==> config.mk <==
export PLATFORM = sky130hd
export DESIGN_NAME = aes_stream_loader
export DESIGN_NICKNAME = d
export VERILOG_FILES = /design/src/rtl/aes_stream_loader.sv
export SDC_FILE = /design/constraint.sdc
export NUM_CORES = 1
export LEC_CHECK = 0
export ABC_AREA = 1
export ABC_CLOCK_PERIOD_IN_PS = 3130
export BUFFER_PORTS_ARGS = -buffer_cell sky130_fd_sc_hd__clkbuf_2
export CORE_AREA = 2 2 261 263
export CTS_BUF_LIST = sky130_fd_sc_hd__clkbuf_8
export CTS_CLUSTER_SIZE = 40
export DETAILED_ROUTE_END_ITERATION = 8
export DIE_AREA = 0 0 263 265
export PLACE_DENSITY_LB_ADDON = 0.2
export RECOVER_POWER = 100
export SYNTH_ARGS = -nofsm -noshare
export SYNTH_HDL_FRONTEND = slang
export SYNTH_SLANG_ARGS = --single-unit
==> constraint.sdc <==
create_clock -name clk -period 3.13 [get_ports clk]
set_clock_uncertainty 0.1 [all_clocks]
set_input_delay 0.939 -clock clk [delete_from_list [all_inputs] [get_ports clk]]
set_output_delay 0.939 -clock clk [all_outputs]
set_load 0.01 [all_outputs]
==> src/rtl/aes_stream_loader.sv <==
// Byte-serial key/block loader and cipher streamer for a combinational
// AES-256 core: header-framed input, fixed settle, byte-wise output.
module aes_stream_loader #(
  parameter int nk     = 8,
  parameter int nb     = 4,
  parameter int SETTLE = 4
) (
  input  logic              clk,
  input  logic              rst_n,
  input  logic [7:0]        in_data,
  input  logic              in_valid,
  output logic              in_ready,
  output logic [32*nk-1:0]  key,
  output logic [32*nb-1:0]  msg,
  input  logic [32*nb-1:0]  cipher_in,
  input  logic [32*nb-1:0]  plain_in,
  output logic [7:0]        out_data,
  output logic              out_valid,
  input  logic              out_ready,
  output logic              out_last,
  output logic              match,
  output logic              err
);

  localparam int KB   = 4 * nk;
  localparam int MB   = 4 * nb;
  localparam int MAXB = (KB > MB) ? KB : MB;
  localparam int CW   = $clog2(MAXB);
  localparam int SW   = $clog2(SETTLE + 1);

  typedef enum logic [2:0] {
    S_IDLE,
    S_LKEY,
    S_LMSG,
    S_WAIT,
    S_SEND
  } st_t;

  st_t              r_st;
  logic [CW-1:0]    r_cnt;
  logic [SW-1:0]    r_scnt;
  logic [32*nk-1:0] r_key;
  logic [32*nb-1:0] r_msg;
  logic [32*nb-1:0] r_cbuf;
  logic             r_kl;
  logic             r_match;
  logic             r_err;
  logic [CW-1:0]    w_slot;
  logic [7:0]       w_odata;

  // Byte i lands in slot i^3: big-endian bytes within little-endian words
  assign w_slot = r_cnt ^ CW'(3);

  assign in_ready  = (r_st == S_IDLE) || (r_st == S_LKEY) ||
                     (r_st == S_LMSG);
  assign out_valid = (r_st == S_SEND);
  assign out_last  = (r_st == S_SEND) && (r_cnt == CW'(MB - 1));
  assign out_data  = w_odata;
  assign key       = r_key;
  assign msg       = r_msg;
  assign match     = r_match;
  assign err       = r_err;

  always_comb begin
    w_odata = '0;
    if (r_st == S_SEND) begin
      for (int b = 0; b < MB; b++) begin
        if (w_slot == CW'(b)) w_odata = r_cbuf[8*b +: 8];
      end
    end
  end

  always_ff @(posedge clk or negedge rst_n) begin
    if (!rst_n) begin
      r_st    <= S_IDLE;
      r_cnt   <= '0;
      r_scnt  <= '0;
      r_key   <= '0;
      r_msg   <= '0;
      r_cbuf  <= '0;
      r_kl    <= 1'b0;
      r_match <= 1'b0;
      r_err   <= 1'b0;
    end else begin
      r_err <= 1'b0;
      unique case (r_st)
        S_IDLE: begin
          if (in_valid) begin
            if (in_data == 8'h4B) begin
              r_st  <= S_LKEY;
              r_cnt <= '0;
            end else if (in_data == 8'h4D && r_kl) begin
              r_st  <= S_LMSG;
              r_cnt <= '0;
            end else begin
              r_err <= 1'b1;
            end
          end
        end
        S_LKEY: begin
          if (in_valid) begin
            for (int b = 0; b < KB; b++) begin
              if (w_slot == CW'(b)) r_key[8*b +: 8] <= in_data;
            end
            if (r_cnt == CW'(KB - 1)) begin
              r_kl  <= 1'b1;
              r_st  <= S_IDLE;
              r_cnt <= '0;
            end else begin
              r_cnt <= r_cnt + CW'(1);
            end
          end
        end
        S_LMSG: begin
          if (in_valid) begin
            for (int b = 0; b < MB; b++) begin
              if (w_slot == CW'(b)) r_msg[8*b +: 8] <= in_data;
            end
            if (r_cnt == CW'(MB - 1)) begin
              r_st   <= S_WAIT;
              r_cnt  <= '0;
              r_scnt <= SW'(SETTLE);
            end else begin
              r_cnt <= r_cnt + CW'(1);
            end
          end
        end
        S_WAIT: begin
          if (r_scnt == '0) begin
            r_cbuf  <= cipher_in;
            r_match <= (plain_in == r_msg);
            r_st    <= S_SEND;
            r_cnt   <= '0;
          end else begin
            r_scnt <= r_scnt - SW'(1);
          end
        end
        S_SEND: begin
          if (out_ready) begin
            if (r_cnt == CW'(MB - 1)) begin
              r_st  <= S_IDLE;
              r_cnt <= '0;
            end else begin
              r_cnt <= r_cnt + CW'(1);
            end
          end
        end
        default: r_st <= S_IDLE;
      endcase
    end
  end

endmodule

# Yosys cells after proc, flatten, opt, wreduce, memory -nomap -nowiden
# Index checks and enable logic that the tools add are counted.
classes:
  n_addsub: 2
  eq_ne: 50
  n_mux: 46
  n_bitwise: 1
  reduce_logical: 62
ops:
  columns: ["op", "n"]
  rows:
  - ["3-bit AND reduction", 49]
  - ["8-bit 2-to-1 mux", 17]
  - ["128-bit equality test", 1]
  - ["5-bit equality test, second input constant", 17]
  - ["5-bit by 4-bit equality test with 1-bit output, second input constant", 9]
  - ["5-bit 2-to-1 mux", 9]
  - ["3-bit 2-to-1 mux", 13]
  - ["5-bit case mux with 5 select lines", 1]
  - ["5-bit by 3-bit equality test with 1-bit output, second input constant", 4]
  - ["8-bit by 7-bit equality test with 1-bit output, second input constant", 2]
  - ["3-bit case mux with 5 select lines", 1]
  - ["5-bit by 2-bit equality test with 1-bit output, second input constant", 2]
  - ["2-bit != test, second input constant", 5]
  - ["9-bit AND reduction", 1]
  - ["2-bit by 1-bit != test with 1-bit output, second input constant", 4]
  - ["7-bit AND reduction", 1]
  - ["3-bit by 2-bit equality test with 1-bit output, second input constant", 2]
  - ["3-bit logical NOT", 2]
  - ["3-bit case mux with 2 select lines", 1]
  - ["5-bit by 1-bit adder with 5-bit output, second input constant", 1]
  - ["5-bit by 1-bit equality test with 1-bit output, second input constant", 1]
  - ["5-bit logical NOT", 1]
  - ["5-bit nonzero test", 1]
  - ["1-bit 2-to-1 mux", 4]
  - ["10 further kinds", 12]
word_totals:
  reg_bits: 526
  in_bits: 268
  output_inout_bits: 397
  word_cells: 216

# Depth between registers and ports, before layout
# Gate-level depths: netlist (run 1).
logic_depth:
  depth_word: 19
  depth_mapped: 23
  ltp_nobuf: 22

# Least setup slack after synthesis (run 1)
# No wires, ideal clock.
synth_path:
  path_type: "register to output"
  startpoint: "register r_cnt[0]"
  endpoint: "output out_data[7]"
  arrival_ps: 1932
  t_required_ps: 2091
  slack_ps: 159
  stages_incl_launch_ff: 21
  path_buffers: 1
  path_cell_list: "dfrtp_1 -> inv_1 -> ha_1 -> inv_1 -> nor2_1 -> nand2_1 -> buf_6 -> o21ai_0 -> inv_1 -> nand2_1 -> nand2_1 -> nand2_1 -> nand2_1 -> nand2_1 -> nand2_1 -> nand2_1 -> nand2_1 -> nand2_1 -> nand2_1 -> nand2_1 -> a21oi_1"
synth_via:
  elab_chain_len: 19
  word_cells_on_any_way: 34
  classes_between: "15 x eq/ne; 17 x mux; 1 x bitwise; 1 x reduce/logical"
synth_rtl:
  columns: ["item", "line", "source"]
  rows:
  - ["start: declaration", "40", "logic [CW-1:0] r_cnt;"]
  - ["start signal: assignment", "110", "r_cnt <= r_cnt + CW'(1);"]
  - ["start signal: assignment", "124", "r_cnt <= r_cnt + CW'(1);"]
  - ["start signal: assignment", "144", "r_cnt <= r_cnt + CW'(1);"]
  - ["2-bit inverter (no line) *", null, null]
  - ["5-bit logical NOT", "68", "if (w_slot == CW'(b)) w_odata = r_cbuf[8*b +: 8];"]
  - ["8-bit 2-to-1 mux (15 in a row)", "68", null]
  - ["8-bit 2-to-1 mux *", "68", null]
  - ["8-bit 2-to-1 mux *", "66", "if (r_st == S_SEND) begin"]
  - ["end: declaration", "17", "output logic [7:0] out_data,"]
# Mark *: on every way between the ends. The rest lies on a longest branch, timed or not.

# Worst setup path in the final report (run 1)
layout_path:
  startpoint: "register r_cnt[3]"
  endpoint: "output out_data[4]"
layout_via:
  elab_chain_len: 18
  word_cells_on_any_way: 33
  classes_between: "15 x eq/ne; 17 x mux; 1 x reduce/logical"
layout_rtl:
  columns: ["item", "line"]
  rows:
  - ["5-bit logical NOT", "68"]
  - ["8-bit 2-to-1 mux (15 in a row)", "68"]
  - ["8-bit 2-to-1 mux *", "68"]
  - ["8-bit 2-to-1 mux *", "66"]
# Marks and branches as above.

==> impl_metrics.json, run 1 <==
{
  "insertion_delay_ns": 0.67,
  "criticalPathCategory": "flip-flop to output port",
  "routed-wl-met2_microns": 44400,
  "placed_area_sq_um": 27300,
  "finalSetupViolations": 16,
  "fp.dieH_microns": 265,
  "root_buffer": "clkbuf_8",
  "place_ws_ns": -0.321,
  "maxCapViolCount": 0,
  "cts.sinks": 526,
  "tns_ns": -6.65,
  "synthToLayoutAreaGrowth_pct": 29.5,
  "grt_pass1_wl_microns": 129000,
  "dieArea_sq_um": 69700,
  "p_leak_nw": 13.6,
  "dp_cells": 3821,
  "crit_top_cell": "nand2_1",
  "portBuffers": 664,
  "hold_class": "flip-flop to flip-flop",
  "layout_commonest_cell": "nand2_1",
  "clk_path_buf_depth": 3,
  "slowest_delay_ns": 0.46,
  "arrival_ns": 2.95,
  "rows": 95,
  "ios": 665,
  "tritoncts": "yes",
  "slowest_stage": "dfrtp_2",
  "yosys_warnings": 0,
  "drt_iter0_drc": 1107,
  "violations": "setup timing",
  "p_per_area_nw_per_um2": 818,
  "grt_overflow_total": 0,
  "ff2ff_setup_slack_ns": -0.03,
  "drive_above_1_share": 0.245,
  "syn_nets": 2566,
  "ys_seq_area_frac": 0.588,
  "ys_seq_elements": 526,
  "cp_top_family": "simple AND/OR/NAND/NOR gates",
  "grt_max_degree": 91,
  "cp_num_buf_inv": 3,
  "start_util": 0.335,
  "ys_types": 39,
  "synth_edf_count": 0,
  "relSlewSlack": 0.227,
  "dr.pass1.iters": 5,
  "cp-start-kind": "flip-flop",
  "nets": 3342,
  "met1_length_microns": 35300,
  "clk_pin_slew_ns": 0.06,
  "routed.top_layer": "met5",
  "crit_required_ns": 2.09,
  "syn_avg_cell_area_sq_um": 9.77,
  "dpl.hpwl_microns": 65100,
  "synth_ff_type": "dfrtp_1",
  "vias_per_cell": 4.85,
  "antenna_found_initial": 9,
  "synthArstFlopShare": 1.00,
  "finalMaxSlewViolations": 0,
  "period_needed_ns": 3.99,
  "most-common-layout-cells": "nand2_1 (605), dfrtp_1 (522), o21ai_0 (409)",
  "worst_pin_slew_ns": 1.16,
  "antenna_left": 0,
  "final_cell_area_sq_um": 29000,
  "critPathMaxFanout": 6,
  "wirelength_microns": 87500,
  "wl_met3_microns": 5230,
  "rsz0062_at_grt": "true",
  "cp-end-kind": "output port",
  "path_cells": "nor2_8 -> buf_12 -> nand3_4 -> buf_6 -> nand2_2 -> nand3_2 -> nand2_1 -> nand2_1 -> nand2_1 -> nand2_1 -> nand2_1 -> nand2_2 -> nand2_1 -> nand2_1 -> nand2_2 -> nand2_2 -> nand2_1 -> nand2_1 -> nand2_1 -> nand2_2 -> a21oi_2 -> buf_2",
  "htree_levels": 3,
  "core_area_sq_um": 66800,
  "finalHoldViolCount": 0,
  "fin_hold_ws_ns": 0.353,
  "grt_pass1_vias": 19800,
  "drc": 0,
  "ir_drop_mv": 0.389,
  "synth_cells": 2289,
  "timing.final.crit_share": 1.28,
  "fmax_mhz": 250,
  "wl_per_cell_microns": 21.8,
  "cts_inserted_buffers": 92,
  "gp_congestion": 0.938,
  "setup_slack_ns": -0.864,
  "synth_area_sq_um": 22400,
  "grt_usage": 0.247,
  "route.vias.total": 19400,
  "die_w_microns": 263,
  "status": "finished, violations left",
  "fin_cells": 4012
}
-- cell type report --
cell class	count	area (sq um)
timing repair buffer	801	3920
fill	6817	37800
clock buffer	111	1530
inverter	114	445
antenna	6	15.0
tap	873	1090
sequential	526	13200
multi-input combinational	1530	8490
clock inverter	51	308
-- cells by family after synthesis --
logic type                 count (synthesis)  synth area share
AOI/OAI and AO/OA                        470             0.107
xor gates and xnor gates                 120            0.0470
adders and majority gates                  9           0.00503
buffers and inverters                    235            0.0423
DFF                                      526             0.588
muxes                                    127            0.0639
and+or+nand+nor                          802             0.147
-- metal layers --
layer | global-route usage | vias up
li1 | - | 9065
met1 | 0.298 | 9560
met2 | 0.434 | 679
met3 | 0.0534 | 128
met4 | 0.0879 | 8
met5 | 0 | -
-- metrics by stage --
stage / power, mW / util
finish: 23.7 / 0.434
global route: 25.2 / 0.434
CTS: 24.1 / 0.442
detailed placement: 17.3 / 0.409
global placement: 17.2 / 0.409
floorplan: 13.8 / -
-- flip-flops by register name (all words and copies together), names as in the netlist --
| name | count |
|---|---|
| r_kl | 1 |
| r_cnt | 5 |
| msg | 128 |
| key | 256 |
| r_cbuf | 128 |
| err | 1 |
| r_st | 3 |
| match | 1 |
| r_scnt | 3 |
-- what timing repair did --
action	4_1_cts	5_1_grt
endpoints found under the setup margin	9	9
hold buffers	1	0
gates cloned	5	0
gates resized for setup	73	36
hold endpoints to repair	4	0
setup buffers	12	5
pin swaps	11	20
-- path summary, 6_finish.rpt --
| path | startpoint | endpoint | cells past startpoint |
|---|---|---|---|
| setup / recovery | r_cnt[3] | out_data[4] | 22 |
| hold / removal | r_kl | r_kl | 2 |
| setup reg to reg | r_st[2] | msg[126] | 7 |
| hold reg to reg | r_kl | r_kl | 2 |
| max in group asynchronous | rst_n | r_cbuf[57] | 4 |
| min in group asynchronous | rst_n | msg[31] | 2 |
-- power by group --
part | internal, mW | switching (mW)
Combinational | 3.12 | 4.14
Sequential | 8.61 | 1.50
Clock | 3.40 | 2.95
-- synthesized netlist by cell type, types with 4 or more instances --
| library cell | count | area share |
|---|---|---|
| clkbuf_1 | 91 | 0.015 |
| inv_1 | 109 | 0.018 |
| xor2_1 | 28 | 0.011 |
| xnor2_1 | 92 | 0.036 |
| buf_2 | 18 | 0.0040 |
| a21oi_1 | 41 | 0.0092 |
| nor4_1 | 12 | 0.0034 |
| or2_0 | 4 | 0.0011 |
| nor3_1 | 6 | 0.0013 |
| nor2_1 | 69 | 0.012 |
| buf_1 | 5 | 0.00084 |
| dfrtp_1 | 526 | 0.59 |
| ha_1 | 9 | 0.0050 |
| nand2_1 | 628 | 0.11 |
| buf_6 | 4 | 0.0020 |
| nand3_1 | 30 | 0.0067 |
| mux2_2 | 127 | 0.064 |
| o21ai_0 | 413 | 0.092 |
| or2_2 | 13 | 0.0036 |
| nand4_1 | 28 | 0.0078 |
| a21oi_2 | 4 | 0.0016 |
-- worst min-delay path, cell delays in order, from the launching register on --
cell and delay (ns):
dfrtp_1 0.32, inv_1 0.05, nand2_1 0.05
No activity file was read; power rests on OpenSTA's default activity.
==> inputs of run 2 (changes only) <==
Settings changed: ABC_CLOCK_PERIOD_IN_PS 3130 to 3700, PLACE_DENSITY from default to 0.57, PLACE_DENSITY_LB_ADDON 0.2 to default.
Clock period 3.13 ns to 3.7 ns, I/O delays scaled along.
==> run 2 against run 1 <==
  * The flow finishes with violations (capacitance limit, slew limit, setup timing)
  * Cell count is 0.87% lower
  * Global-route usage is 1.1 points lower
  * Register-to-register slack better by 0.32 ns
  * Hold slack worse by 0.00077 ns
  * Via count is 2.9% lower
  * Non-clock buffer count is 45 lower
  * Flip-flop and latch count stayed put
  * Sequential power is 16% lower
==> impl_metrics.json, run 2 (synthesis results as in run 1) <==
{
  "status": "finished, violations left",
  "violations": "capacitance limit, slew limit, setup timing",
  "die_w_microns": 263,
  "antenna_left": 0,
  "finalHoldViolCount": 0,
  "grt_max_degree": 83,
  "worst_pin_slew_ns": 2.19,
  "start_util": 0.335,
  "ctsHoldBuffers": 0,
  "critPathMaxFanout": 6,
  "ios": 665,
  "criticalPathCategory": "flip-flop to output port",
  "arrival_ns": 2.94,
  "crit_required_ns": 2.49,
  "route.vias.total": 18900,
  "rows": 95,
  "gp_congestion": 0.917,
  "dpl.hpwl_microns": 61200,
  "cp-end-kind": "output port",
  "core_area_sq_um": 66800,
  "finalSetupViolations": 8,
  "grt_pass1_wl_microns": 122000,
  "htree_levels": 3,
  "setup_slack_ns": -0.452,
  "tritoncts": "yes",
  "maxCapViolCount": 2,
  "drive_above_1_share": 0.356,
  "hold_class": "flip-flop to flip-flop",
  "root_buffer": "clkbuf_8",
  "portBuffers": 664,
  "drc": 0,
  "p_per_area_nw_per_um2": 702,
  "wirelength_microns": 83400,
  "grt_overflow_total": 0,
  "period_needed_ns": 4.15,
  "fp.dieH_microns": 265,
  "drt_iter0_drc": 1197,
  "insertion_delay_ns": 0.67,
  "ir_drop_mv": 0.402,
  "power_mw": 20.6,
  "grt_usage": 0.235,
  "timing.final.crit_share": 1.12,
  "fmax_mhz": 241,
  "p_leak_nw": 14.8,
  "synthToLayoutAreaGrowth_pct": 31.1,
  "dieArea_sq_um": 69700,
  "largest_reg_flops": 256,
  "rsz0062_at_grt": "true",
  "clk_path_buf_depth": 3,
  "antenna_found_initial": 6,
  "most-common-layout-cells": "clkbuf_2 (662), nand2_1 (608), dfrtp_1 (522)",
  "nets": 3298,
  "clk_pin_slew_ns": 0.06,
  "finalMaxSlewViolations": 143,
  "relSlewSlack": -0.459,
  "dr.pass1.iters": 5,
  "grt_pass1_vias": 18700,
  "cts.sinks": 526,
  "wl_per_cell_microns": 21.0,
  "vias_per_cell": 4.75,
  "cts_inserted_buffers": 93,
  "fin_hold_ws_ns": 0.353,
  "cp-start-kind": "flip-flop",
  "layout_commonest_cell": "clkbuf_2"
}
[run 2: cell count changes in the layout (fill, tap and decap cells not counted), moves of 6 or more]
cell / before / now
clkinv_2: 14 / 6
buf_4: 88 / 56
clkbuf_4: 7 / 1
clkbuf_2: 288 / 662
clkbuf_1: 390 / 15
nand2_2: 25 / 19
inv_1: 120 / 113
clkbuf_8: 111 / 125
[run 2: per-layer routing]
layer | GRT usage | vias to the layer above | routed length, microns
li1 | - | 9001 | -
met1 | 0.286 | 9105 | 34000
met2 | 0.408 | 644 | 41800
met3 | 0.0504 | 127 | 4920
met4 | 0.0930 | 2 | 2720
met5 | 0 | - | 13
[run 2: repair_timing]
item	CTS	global route
endpoints found under the setup margin	9	9
resized for setup	60	37
gates cloned	4	0
buffers inserted	15	3
pin swaps	12	18
[run 2: path summary, 6_finish.rpt]
| path | from | endpoint | slack [ns] | cells past startpoint |
|---|---|---|---|---|
| max | r_cnt[0] | out_data[3] | -0.45 | 23 |
| max in group asynchronous | rst_n | msg[50] | 0.50 | 2 |
| min in group asynchronous | rst_n | msg[24] | 0.78 | 1 |
| min reg2reg | r_kl | r_kl | 0.35 | 2 |
| max reg2reg | r_scnt[0] | r_cbuf[98] | 0.29 | 7 |
| min | r_kl | r_kl | 0.35 | 2 |
[run 2: area by class of cell]
type	count	area [sq um]
Multi-Input combinational cell	1530	8450
Inverter	114	443
Clock inverter	44	398
Clock buffer	125	1720
Tap cell	873	1090
Antenna cell	9	22.5
Sequential cell	526	13200
Timing Repair Buffer	756	4030
Fill cell	6578	37500
[run 2: through the flow]
step | util | cells | instance area, sq um | TNS (ns) | worst slack (ns)
finish | 0.439 | 3977 | 29300 | -3.04 | -0.452
global route | 0.439 | 3973 | 29300 | -5.24 | -0.691
CTS | 0.440 | 3965 | 29400 | -3.70 | -0.513
detailed placement | 0.404 | 3777 | 27000 | -0.219 | -0.0817
global placement | 0.404 | 3777 | 27000 | -0.0624 | -0.0250
floorplan | - | 2289 | 22400 | 0 | 0.558
[run 2: critical path: stages, from the launching register on]
cell,delay [ns]
dfrtp_2,0.46
inv_4,0.11
ha_4,0.20
nand4_1,0.18
nand2_4,0.10
inv_2,0.03
nand2_1,0.04
nand2_1,0.05
nand2_1,0.06
nand2_1,0.05
nand2_1,0.05
nand2_1,0.04
nand2_1,0.06
nand2_1,0.07
nand2_1,0.09
nand2_1,0.05
nand2_1,0.05
nand2_1,0.05
nand2_1,0.05
nand2_1,0.05
nand2_1,0.08
nand2_2,0.05
a21oi_2,0.15
buf_2,0.15
[run 2: power breakdown]
part / switching [mW] / leakage (nW) / total (mW) / internal (mW)
registers: 1.24 / 6.95 / 8.52 / 7.28
logic: 3.35 / 6.64 / 6.04 / 2.68
clock network: 2.53 / 1.17 / 6.04 / 3.51
